===== src/rtl/ad_cali_multi.sv =====
// Multi-channel AD7606 sample calibrator.
// Averages 2^avg_log2 frames per channel, then streams one result per channel
// computed as sat(((avg - ofs) * gain) >>> 30) through a 3-stage pipeline.
module ad_cali_multi #(
  parameter int CH_NUM  = 8,
  parameter int DATA_W  = 16,
  parameter int GAIN_W  = 32,
  parameter int OUT_W   = 32,
  parameter int MAX_AVG = 4,
  localparam int CH_W   = $clog2(CH_NUM)
) (
  input  logic                     clk,
  input  logic                     rst,
  input  logic                     cali_en,
  input  logic [2:0]               avg_log2,
  input  logic                     in_valid,
  input  logic [CH_W-1:0]          in_ch,
  input  logic signed [DATA_W-1:0] in_data,
  input  logic                     coef_wr,
  input  logic [CH_W-1:0]          coef_ch,
  input  logic signed [GAIN_W-1:0] coef_gain,
  input  logic signed [DATA_W-1:0] coef_ofs,
  output logic                     busy,
  output logic                     out_valid,
  output logic [CH_W-1:0]          out_ch,
  output logic signed [OUT_W-1:0]  result,
  output logic                     done
);

  localparam int ACC_W  = DATA_W + MAX_AVG;
  localparam int DIFF_W = DATA_W + 1;
  localparam int PROD_W = DIFF_W + GAIN_W;
  localparam int SAT_W  = ((PROD_W > OUT_W) ? PROD_W : OUT_W) + 1;
  localparam logic [CH_W-1:0] CH_LAST = CH_W'(CH_NUM - 1);
  localparam logic signed [GAIN_W-1:0] GAIN_ONE = GAIN_W'(64'sd1 << 30);

  typedef enum logic [2:0] {IDLE, ARM, ACC, CALC, DRAIN} state_t;

  state_t state, state_nxt;

  logic [2:0]                avg_sh;
  logic [MAX_AVG:0]          frame_cnt;
  logic [MAX_AVG:0]          frame_tgt;
  logic [CH_W-1:0]           issue_ch;
  logic signed [ACC_W-1:0]   acc  [CH_NUM];
  logic signed [GAIN_W-1:0]  gain [CH_NUM];
  logic signed [DATA_W-1:0]  ofs  [CH_NUM];

  logic start, take, frame_end, frames_done, issue, in_ok, coef_ok;

  logic signed [DATA_W-1:0]  avg_p0;
  logic signed [DIFF_W-1:0]  diff_p0;
  logic                      vld_p1, vld_p2;
  logic [CH_W-1:0]           ch_p1, ch_p2;
  logic signed [DIFF_W-1:0]  diff_p1;
  logic signed [GAIN_W-1:0]  gain_p1;
  logic signed [PROD_W-1:0]  prod_p2;

  // Floor-shift a Q2.30 product down to integer and clamp into the output range.
  function automatic logic signed [OUT_W-1:0] sat_q30(input logic signed [PROD_W-1:0] p);
    logic signed [SAT_W-1:0] s, hi, lo;
    s  = SAT_W'(p >>> 30);
    hi = SAT_W'({1'b0, {(OUT_W-1){1'b1}}});
    lo = ~hi;
    if (s > hi)      return hi[OUT_W-1:0];
    else if (s < lo) return lo[OUT_W-1:0];
    else             return s[OUT_W-1:0];
  endfunction

  assign in_ok       = ({1'b0, in_ch} < (CH_W+1)'(CH_NUM));
  assign coef_ok     = ({1'b0, coef_ch} < (CH_W+1)'(CH_NUM));
  assign start       = (state == IDLE) && cali_en;
  assign take        = in_valid && in_ok &&
                       ((state == ACC) || ((state == ARM) && (in_ch == '0)));
  assign frame_end   = take && (in_ch == CH_LAST);
  assign frame_tgt   = (MAX_AVG+1)'(1) << avg_sh;
  assign frames_done = frame_end && ((frame_cnt + 1'b1) == frame_tgt);

  // State register.
  always_ff @(posedge clk) begin
    if (rst) state <= IDLE;
    else     state <= state_nxt;
  end

  // Next-state logic: arm, align to channel 0, accumulate, issue, drain.
  always_comb begin
    state_nxt = state;
    case (state)
      IDLE:    if (cali_en) state_nxt = ARM;
      ARM:     if (take) state_nxt = frames_done ? CALC : ACC;
      ACC:     if (frames_done) state_nxt = CALC;
      CALC:    if (issue_ch == CH_LAST) state_nxt = DRAIN;
      DRAIN:   if (done) state_nxt = IDLE;
      default: state_nxt = IDLE;
    endcase
  end

  // State-decoded outputs.
  always_comb begin
    busy  = (state != IDLE);
    issue = (state == CALC);
  end

  // Run control: averaging depth, frame counter and issue channel.
  always_ff @(posedge clk) begin
    if (rst) begin
      avg_sh    <= '0;
      frame_cnt <= '0;
      issue_ch  <= '0;
    end else begin
      if (start) begin
        avg_sh    <= (avg_log2 > 3'(MAX_AVG)) ? 3'(MAX_AVG) : avg_log2;
        frame_cnt <= '0;
        issue_ch  <= '0;
      end else begin
        if (frame_end) frame_cnt <= frame_cnt + 1'b1;
        if (issue)     issue_ch  <= (issue_ch == CH_LAST) ? '0 : issue_ch + 1'b1;
      end
    end
  end

  // Per-channel accumulators, cleared at reset and at every accepted start.
  always_ff @(posedge clk) begin
    if (rst || start) begin
      for (int i = 0; i < CH_NUM; i++) acc[i] <= '0;
    end else if (take) begin
      acc[in_ch] <= acc[in_ch] + ACC_W'(in_data);
    end
  end

  // Coefficient table; writes are locked out while a run is in progress.
  always_ff @(posedge clk) begin
    if (rst) begin
      for (int i = 0; i < CH_NUM; i++) begin
        gain[i] <= GAIN_ONE;
        ofs[i]  <= '0;
      end
    end else if (coef_wr && !busy && coef_ok) begin
      gain[coef_ch] <= coef_gain;
      ofs[coef_ch]  <= coef_ofs;
    end
  end

  assign avg_p0  = DATA_W'(acc[issue_ch] >>> avg_sh);
  assign diff_p0 = DIFF_W'(avg_p0) - DIFF_W'(ofs[issue_ch]);

  // ---- stage 1: average and offset removal ----
  always_ff @(posedge clk) begin
    if (rst) vld_p1 <= 1'b0;
    else     vld_p1 <= issue;
  end

  always_ff @(posedge clk) begin
    ch_p1   <= issue_ch;
    diff_p1 <= diff_p0;
    gain_p1 <= gain[issue_ch];
  end

  // ---- stage 2: gain multiply ----
  always_ff @(posedge clk) begin
    if (rst) vld_p2 <= 1'b0;
    else     vld_p2 <= vld_p1;
  end

  always_ff @(posedge clk) begin
    ch_p2   <= ch_p1;
    prod_p2 <= PROD_W'(diff_p1) * PROD_W'(gain_p1);
  end

  // ---- stage 3: scale, saturate and register outputs ----
  always_ff @(posedge clk) begin
    if (rst) begin
      out_valid <= 1'b0;
      done      <= 1'b0;
      out_ch    <= '0;
      result    <= '0;
    end else begin
      out_valid <= vld_p2;
      done      <= vld_p2 && (ch_p2 == CH_LAST);
      if (vld_p2) begin
        out_ch <= ch_p2;
        result <= sat_q30(prod_p2);
      end
    end
  end

endmodule


===== config.mk =====
export PLATFORM = sky130hd
export DESIGN_NAME = ad_cali_multi
export DESIGN_NICKNAME = d
export VERILOG_FILES = /design/src/rtl/ad_cali_multi.sv
export SDC_FILE = /design/constraint.sdc
export NUM_CORES = 2
export LEC_CHECK = 0
export BUFFER_PORTS_ARGS = -buffer_cell sky130_fd_sc_hd__buf_4
export CORE_MARGIN = 5
export CORE_UTILIZATION = 55
export DETAILED_ROUTE_END_ITERATION = 7
export PLACE_DENSITY_LB_ADDON = 0.12
export SYNTH_ARGS = -nofsm -noshare
export SYNTH_HDL_FRONTEND = slang
export SYNTH_SLANG_ARGS = --single-unit

===== constraint.sdc =====
create_clock -name clk -period 17.5 [get_ports clk]
set_clock_uncertainty 0.1 [all_clocks]
set_input_delay 0.875 -clock clk [delete_from_list [all_inputs] [get_ports clk]]
set_output_delay 0.875 -clock clk [all_outputs]
set_load 0.005 [all_outputs]

==> results.ini <==
[critical_path]
worstPathMaxFanout=17
r2r_start=gain_p1[6]
critPathLaunch=gain_p1[6]
cpMaxStageDelayCell=dfxtp_1
path_common_cell=fa_1
r2r.worst_path.cells=22
cp-end-kind=flop
worstPathRequired_ns=17.91
r2r_end=prod_p2[48]
start_kind=flop
rrSetupSlack_ns=10.24
criticalPathCategory=flop to flop
endpoint=prod_p2[48]
arrival_ns=7.67
cp_cell_sequence=nand2_1 > fa_1 > inv_1 > fa_1 > inv_1 > fa_1 > inv_1 > fa_1 > fa_1 > inv_1 > fa_1 > inv_1 > ha_1 > a21oi_2 > or3b_1 > o211ai_2 > nand2_1 > a41o_2 > a221oi_4 > o41ai_4 > a311o_1 > o211a_1
slowest_delay_ns=0.97

[cts]
cts.root.buffer_cell=clkbuf_16
clk_latency_ns=0.65
cts_resized=0
htree_num_levels=3
clkTransAtPathRegs_ns=0.06
ctsHoldBuffers=0
cts_num_sinks=662
cts_tree=done
cts_setup_buffers=0
cts_buffer_depth=3
cts_buffers=72

[timing]
fmax_mhz=137.7
period_minus_slack_ns=7.261
setup_ws_ns=10.24
slew_violations=0
min_period_over_period_pct=41.49
setup_tns_ns=0
rsz0062_at_grt=no
hold_violations=0
tightest_slew_ns=0.9892
finalSetupViolCount=0
slew_headroom_pct=33.96

[yosys]
synthCells=4041
synthesis.area_mm2=0.04766
synthArstFlopShare_pct=0
synth_cell_types=77
ys_seq_elements=662
yosysWarnings=0
yosysSeqAreaShare_pct=39.23
synth-edff-count=544
syn_avg_cell_area_um2=11.79
synth_ff_type=edfxtp_1
syn_nets=4790

[placed_design]
gp_congestion=0.9092
portBuffers=115
hpwl_um=78570
pre_cts_ws_ns=10.25
place_inst=5154
placed_area_mm2=0.04970

[floorplanning]
ioPinCount=116
fp-row-count=108
coreArea_mm2=0.08635
die-height_um=304.4
dieArea_mm2=0.09264
start_util_pct=55.19
die_w_um=304.4

[run_status]
outcome=completed

[min_path]
min-delay-start=ch_p1[1]
holdCritPathClass=flop to flop

[detailed_routing]
first_pass_iters=6
drt_iter0_drc=2567
drt_drc_violations_left=0
drtAntennaViolNets=0
viasPerCell=5.676
wirelength_um=120500
wl_per_cell_um=22.78
vias=30020

[global_routing]
grt_max_degree=59
grt_overflow=0
grt_util_all_layers_pct=26.43
grt_use_met3_pct=6.493
use_met1_pct=36.62
gr-usage-met2_pct=42.39
grt.busiest_layer=met2
antenna_found_initial=7
grt_pass1_wl_um=189400
first_global_vias=32010

[final_layout]
final_common_cell=and2_1
drive_gt1_share_pct=12.78
layout_common_cells=and2_1 (614), edfxtp_1 (544), inv_1 (536)
layout.nets=4822
syn2layout_area_growth_pct=9.104
final_area_mm2=0.05200
stdcell_count=5289

[run]
drv_cap=0

## registers in the layout, indices dropped and copies added (netlist names), named ones only
name	cells
ofs	128
vld_p1	1
out_ch	3
gain	256
frame_cnt	5
avg_sh	3
vld_p2	1
result	20
issue_ch	3
ch_p1	3
diff_p1	17
acc	160
out_valid	1
state	3
ch_p2	3
done	1
prod_p2	19
gain_p1	32
## through the flow
step | util [%] | hold slack (ns)
finish | 60.22 | 0.2272
global route | 60.22 | 0.2307
CTS | 60.21 | 0.2249
detailed placement | 57.55 | 0.2121
global placement | 57.55 | 0.2102
floorplan | - | 0.2096
## layout make-up
class	instances	area, µm²
fillers	6990	34350
multi-input cells	2612	26110
flip-flops and latches	662	18720
inverters	538	2019
clock buffers	90	1879
well taps	1155	1445
repair buffers	187	1404
clock inverters	42	415.4
diodes	3	7.507
## routing by layer
metal / part of all wire, % / routed length [µm]
met1: 42 / 50050
met2: 47 / 56830
met3: 8.6 / 10350
met4: 2.6 / 3150
met5: 0.087 / 105
## worst min path at each step
| stage | cells past startpoint | endpoint |
|---|---|---|
| detailed placement | 0 | ch_p2[1] |
| global placement | 0 | ch_p2[1] |
| global route | 0 | ch_p2[0] |
| floorplan | 0 | ch_p2[0] |
| CTS | 0 | ch_p2[2] |
| finish | 0 | ch_p2[1] |
## cell families (layout without fill, tap and decap cells)
| kind of cell | Yosys count | in the layout | synth area share [%] |
|---|---|---|---|
| DFF | 662 | 662 | 39.23 |
| muxes | 252 | 252 | 9.055 |
| adders and majority gates | 671 | 671 | 25.84 |
| other | 0 | 3 | 0 |
| and+or+nand+nor | 1368 | 1368 | 14.76 |
| buffers and inverters | 767 | 857 | 6.151 |
| AOI/OAI and AO/OA | 261 | 261 | 3.862 |
| xor gates and xnor gates | 60 | 60 | 1.103 |
## cells in the mapped netlist, drive strengths merged (9+ instances only)
cell / instances / share of area, %
a22oi: 81 / 1.3
buf: 40 / 0.43
fa: 522 / 22
nand4: 24 / 0.32
ha: 149 / 3.9
dfxtp: 118 / 5.0
nand3: 14 / 0.15
mux2i: 61 / 1.3
xor2: 20 / 0.37
nor2b: 11 / 0.14
mux4: 138 / 6.5
or2: 10 / 0.13
o21ai: 42 / 0.45
a21o: 18 / 0.28
mux2: 53 / 1.3
or3: 12 / 0.16
nor2: 267 / 2.1
xnor2: 40 / 0.74
edfxtp: 544 / 34
a21oi: 57 / 0.63
nand2b: 18 / 0.24
and3: 9 / 0.12
nor3: 20 / 0.23
inv: 537 / 4.2
nand2: 345 / 2.7
and2: 614 / 8.1
clkbuf: 189 / 1.5
## critical path, delay by kind of cell, from the launching register on
family / cells / cell delay [ns]
flops: 1 / 0.97
compound gates: 7 / 1.82
fa+ha+maj: 7 / 3.30
simple gates: 3 / 0.72
buf+inv: 5 / 0.25
Power is not shown: default switching activity piles up to over one toggle a cycle in this logic, so the estimate is an artifact.
